`src/rtl/spart_rx_param.sv`:
```
// SPART RX channel: 16x oversampled serial receiver with error-flagged FIFO.
// Optional parity support is compiled in with `define SPART_RX_PARITY_EN.
module spart_rx_param #(
    parameter int DATA_W     = 8,
    parameter int FIFO_DEPTH = 8,
    parameter int DIV_W      = 16
) (
    input  logic              clk,
    input  logic              rst,
    input  logic [DIV_W-1:0]  divisor,
    input  logic [1:0]        parity_mode,
    input  logic              rxd,
    input  logic              rd_en,
    input  logic              clr_ovr,
    output logic [DATA_W-1:0] rd_data,
    output logic              rd_perr,
    output logic              rd_ferr,
    output logic              rx_empty,
    output logic              rx_full,
    output logic              overrun,
    output logic              busy
);

    localparam int AW = $clog2(FIFO_DEPTH);
`ifdef SPART_RX_PARITY_EN
    localparam int EW = DATA_W + 2;
`else
    localparam int EW = DATA_W + 1;
`endif

    typedef enum logic [2:0] {
        S_IDLE,
        S_START,
        S_DATA,
        S_STOP,
        S_BRK
`ifdef SPART_RX_PARITY_EN
        , S_PAR
`endif
    } state_t;

    logic              rx_s1, rx_s;
    logic [DIV_W-1:0]  div_m1, tcnt;
    logic              armed, tick, samp;
    state_t            state, state_n;
    logic [3:0]        scn, bcnt;
    logic [DATA_W-1:0] sh;
    logic              push, full, empty, pop, wr;
    logic [AW:0]       wp, rp;
    logic [EW-1:0]     mem [FIFO_DEPTH];
    logic [EW-1:0]     head, entry;
    logic              ovr;

    always_ff @(posedge clk or posedge rst) begin
        if (rst) begin
            rx_s1 <= 1'b1;
            rx_s  <= 1'b1;
        end else begin
            rx_s1 <= rxd;
            rx_s  <= rx_s1;
        end
    end

    // First cycle after reset loads the divisor; afterwards free-running.
    assign div_m1 = (divisor < DIV_W'(2)) ? DIV_W'(1) : divisor - DIV_W'(1);
    assign tick   = armed && (tcnt == '0);
    assign samp   = tick && (scn == 4'd15);

    always_ff @(posedge clk or posedge rst) begin
        if (rst) begin
            tcnt  <= '0;
            armed <= 1'b0;
        end else if (!armed || tcnt == '0) begin
            tcnt  <= div_m1;
            armed <= 1'b1;
        end else begin
            tcnt <= tcnt - DIV_W'(1);
        end
    end

`ifdef SPART_RX_PARITY_EN
    logic [1:0] pmode;
    logic       perr;
    logic       par_on;
    assign par_on = (pmode == 2'd1) || (pmode == 2'd2);
`endif

    always_comb begin
        state_n = state;
        push    = 1'b0;
        case (state)
            S_IDLE:  if (!rx_s) state_n = S_START;
            S_START: if (tick && scn == 4'd7)
                         state_n = rx_s ? S_IDLE : S_DATA;
            S_DATA:  if (samp && bcnt == 4'(DATA_W - 1)) begin
`ifdef SPART_RX_PARITY_EN
                         state_n = par_on ? S_PAR : S_STOP;
`else
                         state_n = S_STOP;
`endif
                     end
`ifdef SPART_RX_PARITY_EN
            S_PAR:   if (samp) state_n = S_STOP;
`endif
            S_STOP:  if (samp) begin
                         push    = 1'b1;
                         state_n = rx_s ? S_IDLE : S_BRK;
                     end
            S_BRK:   if (rx_s) state_n = S_IDLE;
            default: state_n = S_IDLE;
        endcase
    end

    always_ff @(posedge clk or posedge rst) begin
        if (rst) begin
            state <= S_IDLE;
            scn   <= '0;
        end else begin
            state <= state_n;
            if (state_n != state) scn <= '0;
            else if (tick)        scn <= scn + 4'd1;
        end
    end

    always_ff @(posedge clk or posedge rst) begin
        if (rst) begin
            sh   <= '0;
            bcnt <= '0;
        end else begin
            if (state == S_START) bcnt <= '0;
            if (state == S_DATA && samp) begin
                sh   <= {rx_s, sh[DATA_W-1:1]};
                bcnt <= bcnt + 4'd1;
            end
        end
    end

`ifdef SPART_RX_PARITY_EN
    // Mode is latched at frame start so a mid-frame change cannot corrupt it.
    always_ff @(posedge clk or posedge rst) begin
        if (rst) begin
            pmode <= '0;
            perr  <= 1'b0;
        end else begin
            if (state == S_IDLE && state_n == S_START) begin
                pmode <= parity_mode;
                perr  <= 1'b0;
            end
            if (state == S_PAR && samp)
                perr <= (^sh) ^ rx_s ^ (pmode == 2'd2);
        end
    end
    assign entry = {sh, perr, ~rx_s};
`else
    logic unused_pm;
    assign unused_pm = ^parity_mode;
    assign entry     = {sh, ~rx_s};
`endif

    assign empty = (wp == rp);
    assign full  = (wp[AW] != rp[AW]) && (wp[AW-1:0] == rp[AW-1:0]);
    assign pop   = rd_en && !empty;
    assign wr    = push && (!full || pop);

    always_ff @(posedge clk) begin
        if (wr) mem[wp[AW-1:0]] <= entry;
    end

    always_ff @(posedge clk or posedge rst) begin
        if (rst) begin
            wp  <= '0;
            rp  <= '0;
            ovr <= 1'b0;
        end else begin
            if (wr)  wp <= wp + (AW+1)'(1);
            if (pop) rp <= rp + (AW+1)'(1);
            if (push && full && !pop) ovr <= 1'b1;
            else if (clr_ovr)         ovr <= 1'b0;
        end
    end

    assign head     = mem[rp[AW-1:0]];
    assign rd_data  = empty ? '0 : head[EW-1 -: DATA_W];
    assign rd_ferr  = !empty && head[0];
`ifdef SPART_RX_PARITY_EN
    assign rd_perr  = !empty && head[1];
`else
    assign rd_perr  = 1'b0;
`endif
    assign rx_empty = empty;
    assign rx_full  = full;
    assign overrun  = ovr;
    assign busy     = (state != S_IDLE);

endmodule

```
`config.mk`:
```
export PLATFORM = sky130hd
export DESIGN_NAME = spart_rx_param
export DESIGN_NICKNAME = d
export VERILOG_FILES = /design/src/rtl/spart_rx_param.sv
export SDC_FILE = /design/constraint.sdc
export NUM_CORES = 1
export LEC_CHECK = 0
export ABC_AREA = 1
export BUFFER_PORTS_ARGS = -buffer_cell sky130_fd_sc_hd__buf_2
export CAP_MARGIN = 40
export CORE_ASPECT_RATIO = 2
export CORE_MARGIN = 2
export CORE_UTILIZATION = 35
export CTS_BUF_LIST = sky130_fd_sc_hd__clkbuf_8
export CTS_CLUSTER_SIZE = 25
export DETAILED_ROUTE_END_ITERATION = 10
export PLACE_DENSITY = 0.54
export SLEW_MARGIN = 20
export SYNTH_ARGS = -nofsm -noshare
export SYNTH_HDL_FRONTEND = slang
export SYNTH_SLANG_ARGS = --single-unit
```
`constraint.sdc`:
```
create_clock -name clk -period 2 [get_ports clk]
set_input_delay 0.3 -clock clk [delete_from_list [all_inputs] [get_ports clk]]
set_output_delay 0.3 -clock clk [all_outputs]
set_load 0.05 [all_outputs]
```
==> impl_metrics.yaml <==
global_routing:
  antenna_found_initial: 0
  grt_max_degree: 30
  grt_usage_pct: 17.1
  overflow: 0
  grt_pass1_vias: 4549
  grt_first_pass_wirelength_um: 22200
synthesis:
  yosysWarnings: 0
  synth_top_area_cell: "edfxtp_1"
  ys_ff_latch: 119
  synthDistinctLibCells: 46
  syn_area_mm2: 0.00573
  async_flop_share_pct: 39.5
  netlist_instances: 563
  synth_edf_count: 72
  yosysTopAreaCellShare_pct: 37.7
  synthFlopType: "edfxtp_1"
  synth_fp_nets: 593
  syn_area_per_cell_um2: 10.2
  yosysSeqAreaShare_pct: 58.3
  synth.top_cells.by_area: "edfxtp_1, dfrtp_1, nor2_1"
route:
  wl_per_cell_um: 15.5
  vias: 4261
  drc: 0
  postRouteAntennaNets: 0
  first_iter_violations: 152
  wirelength_um: 13700
  first_pass_iters: 4
  via_per_inst: 4.83
setup_path:
  rr_endpoint: "mem[0][2]"
  required_ps: 1700
  cp_data_arrival_time_ps: 1890
  rr_startpoint: "scn[1]"
  r2r_slack_ps: -30
  startpoint: "rp[0]"
  path_max_fanout: 6
  r2r_cells: 10
  start_kind: "flip-flop"
  endpoint_kind: "output pin"
  path_class: "reg2out"
pwr:
  p_seq_share_pct: 51.5
  clockPowerShare_pct: 41.6
  irDropWorstVdd_v: 0.000435
  p_switching_mw: 1.36
  p_leak_nw: 3.26
  swShare_pct: 26.2
  powerDensity_mw_per_mm2: 682
  p_int_mw: 3.82
  comb_power_share_pct: 7.0
outcome:
  violations: "negative setup slack"
  status: "complete, but fails checks"
layout:
  syn_to_final_growth_pct: 32.5
  drive_gt1_share_pct: 33.6
  layout.core_utilization_pct: 46.9
  antenna_cells: 0
  final_nets: 695
placed_design:
  place_congestion: 0.850
  dp.final_hpwl_um: 10100
  io_buffer_count: 33
  place_ws_ps: -20.8
run:
  max-cap-violations: 0
clocking:
  clock-sinks: 119
  clock_path_buffers: 2
  path_clk_slew_ps: 70
  cts_tree: "done"
  h-tree-depth: 4
  clk_latency_ps: 450
  cts_buffers: 17
  clock-root-buffer: "clkbuf_8"
die:
  die-area_mm2: 0.0175
  die_h_um: 185
  ios: 37
  rows: 66
  core_region_area_mm2: 0.0162
  start_util_pct: 35.4
  die_w_um: 94.5
timing:
  slew-limit-headroom_pct: 58.2
  fin_crit_sh_pct: 109
  setup_slack_ps: -189
  hold_viol_final: 0
  finalSetupViolations: 13
  fmax_mhz: 457
  slew_violations: 0
  rsz0062_at_grt: "true"
  worstMarginPinSlew_ps: 626
  clock_skew_ps: 11.5
  period_minus_slack_ps: 2190
min_path:
  hold_path.class: "in2reg"
  whs_endpoint: "overrun"
  hold_depth: 2
  min_from: "clr_ovr"
[flip-flops by register name, summed over array words and instances, names as in the netlist, 3 cells and up]
signal	flops
sh	8
rp	4
bcnt	4
wp	4
scn	4
mem	72
tcnt	16
state	3
[final cells by class]
type | instances | area [um^2]
clock inverters | 15 | 156
inverters | 44 | 174
fillers | 1540 | 8590
flip-flops and latches | 119 | 3340
clock buffers | 17 | 234
multi-input cells | 378 | 2470
well taps | 204 | 255
repair buffers | 105 | 967
[cell families after synthesis]
logic type / count (synthesis) / share of synthesized area, %
and+or+nand+nor: 236 / 20.5
other: 2 / 0.131
DFF: 119 / 58.3
buffers and inverters: 66 / 4.63
xor gates and xnor gates: 35 / 5.48
adders and majority gates: 7 / 1.53
AOI/OAI and AO/OA: 98 / 9.51
[cell usage in the layout (no fill, tap or decap), types with 4 or more instances in the layout]
cell type,instances
nor2_1,92
edfxtp_1,72
nand2_1,68
buf_4,52
dfrtp_1,42
o21ai_0,39
inv_1,32
buf_2,23
clkbuf_8,17
xor2_1,16
o22ai_1,16
xnor2_1,14
o21ai_1,13
buf_6,13
buf_12,11
nor3_4,10
nor2_4,10
nand3_1,10
inv_2,9
o21ai_2,9
a31oi_4,9
nand2_2,8
nand4_1,8
nor2_2,7
inv_6,6
a21oi_1,5
ha_1,5
xnor2_2,4
clkinvlp_4,4
[critical path: stages (launching register included)]
cell	delay, ps
dfrtp_2	470
xnor2_2	220
nand3_2	110
nor2_4	130
inv_4	70
buf_12	140
o21ai_2	90
a31oi_4	50
buf_6	170
[stage by stage]
step	TNS (ps)	total power, mW	instances	hold WS [ps]	area [um^2]
floorplan	0	2.90	563	304	5940
global placement	-5.74	3.05	837	349	6820
detailed placement	-200	3.06	837	349	6820
CTS	-1820	5.22	875	42.7	7450
global route	-3030	5.41	882	52.2	7600
finish	-1680	5.18	882	68.6	7600
[worst max-delay path by stage]
stage	to	slack, ps	cells past startpoint
after floorplan	mem[0][0]	6	10
after global placement	mem[0][5]	-2	11
after detailed placement	rd_data[0]	-20	8
after CTS	rd_data[2]	-220	6
after global routing	rd_data[3]	-280	6
final	rd_data[4]	-190	8
[cells in the mapped netlist, drive strengths merged (7+ instances only)]
| master | instances |
|---|---|
| inv | 44 |
| xor2 | 17 |
| nand4 | 10 |
| nor3 | 13 |
| xnor2 | 18 |
| clkbuf | 10 |
| nand3 | 13 |
| o22ai | 16 |
| a31oi | 9 |
| dfrtp | 45 |
| edfxtp | 72 |
| ha | 7 |
| nand2 | 79 |
| nor2 | 110 |
| buf | 12 |
| o21ai | 61 |
[power by group through the flow]
stage / Sequential (mW) / Combinational [mW] / Clock [mW]
floorplan: 2.72 / 0.188 / 0
global route: 2.67 / 0.408 / 2.33
detailed placement: 2.71 / 0.343 / 0
CTS: 2.66 / 0.348 / 2.21
finish: 2.67 / 0.361 / 2.15
global placement: 2.71 / 0.337 / 0
[routing by layer]
layer  global-route usage [%]  up-vias  wire length [um]
met5                        0        -                 0
li1                         -     2128                 -
met2                     34.4       61              8390
met4                     7.94        0               410
met3                     3.66       21               284
met1                     15.3     2051              4560
[timing repair]
item                       CTS  global route
setup endpoints to repair   19            72
resized for setup           63            23
hold endpoints to repair    26             0
setup buffers                3             6
cloned                       1             1
pin swaps                    5             2
hold buffers                 2             0
(Power assumes the default switching activity.)
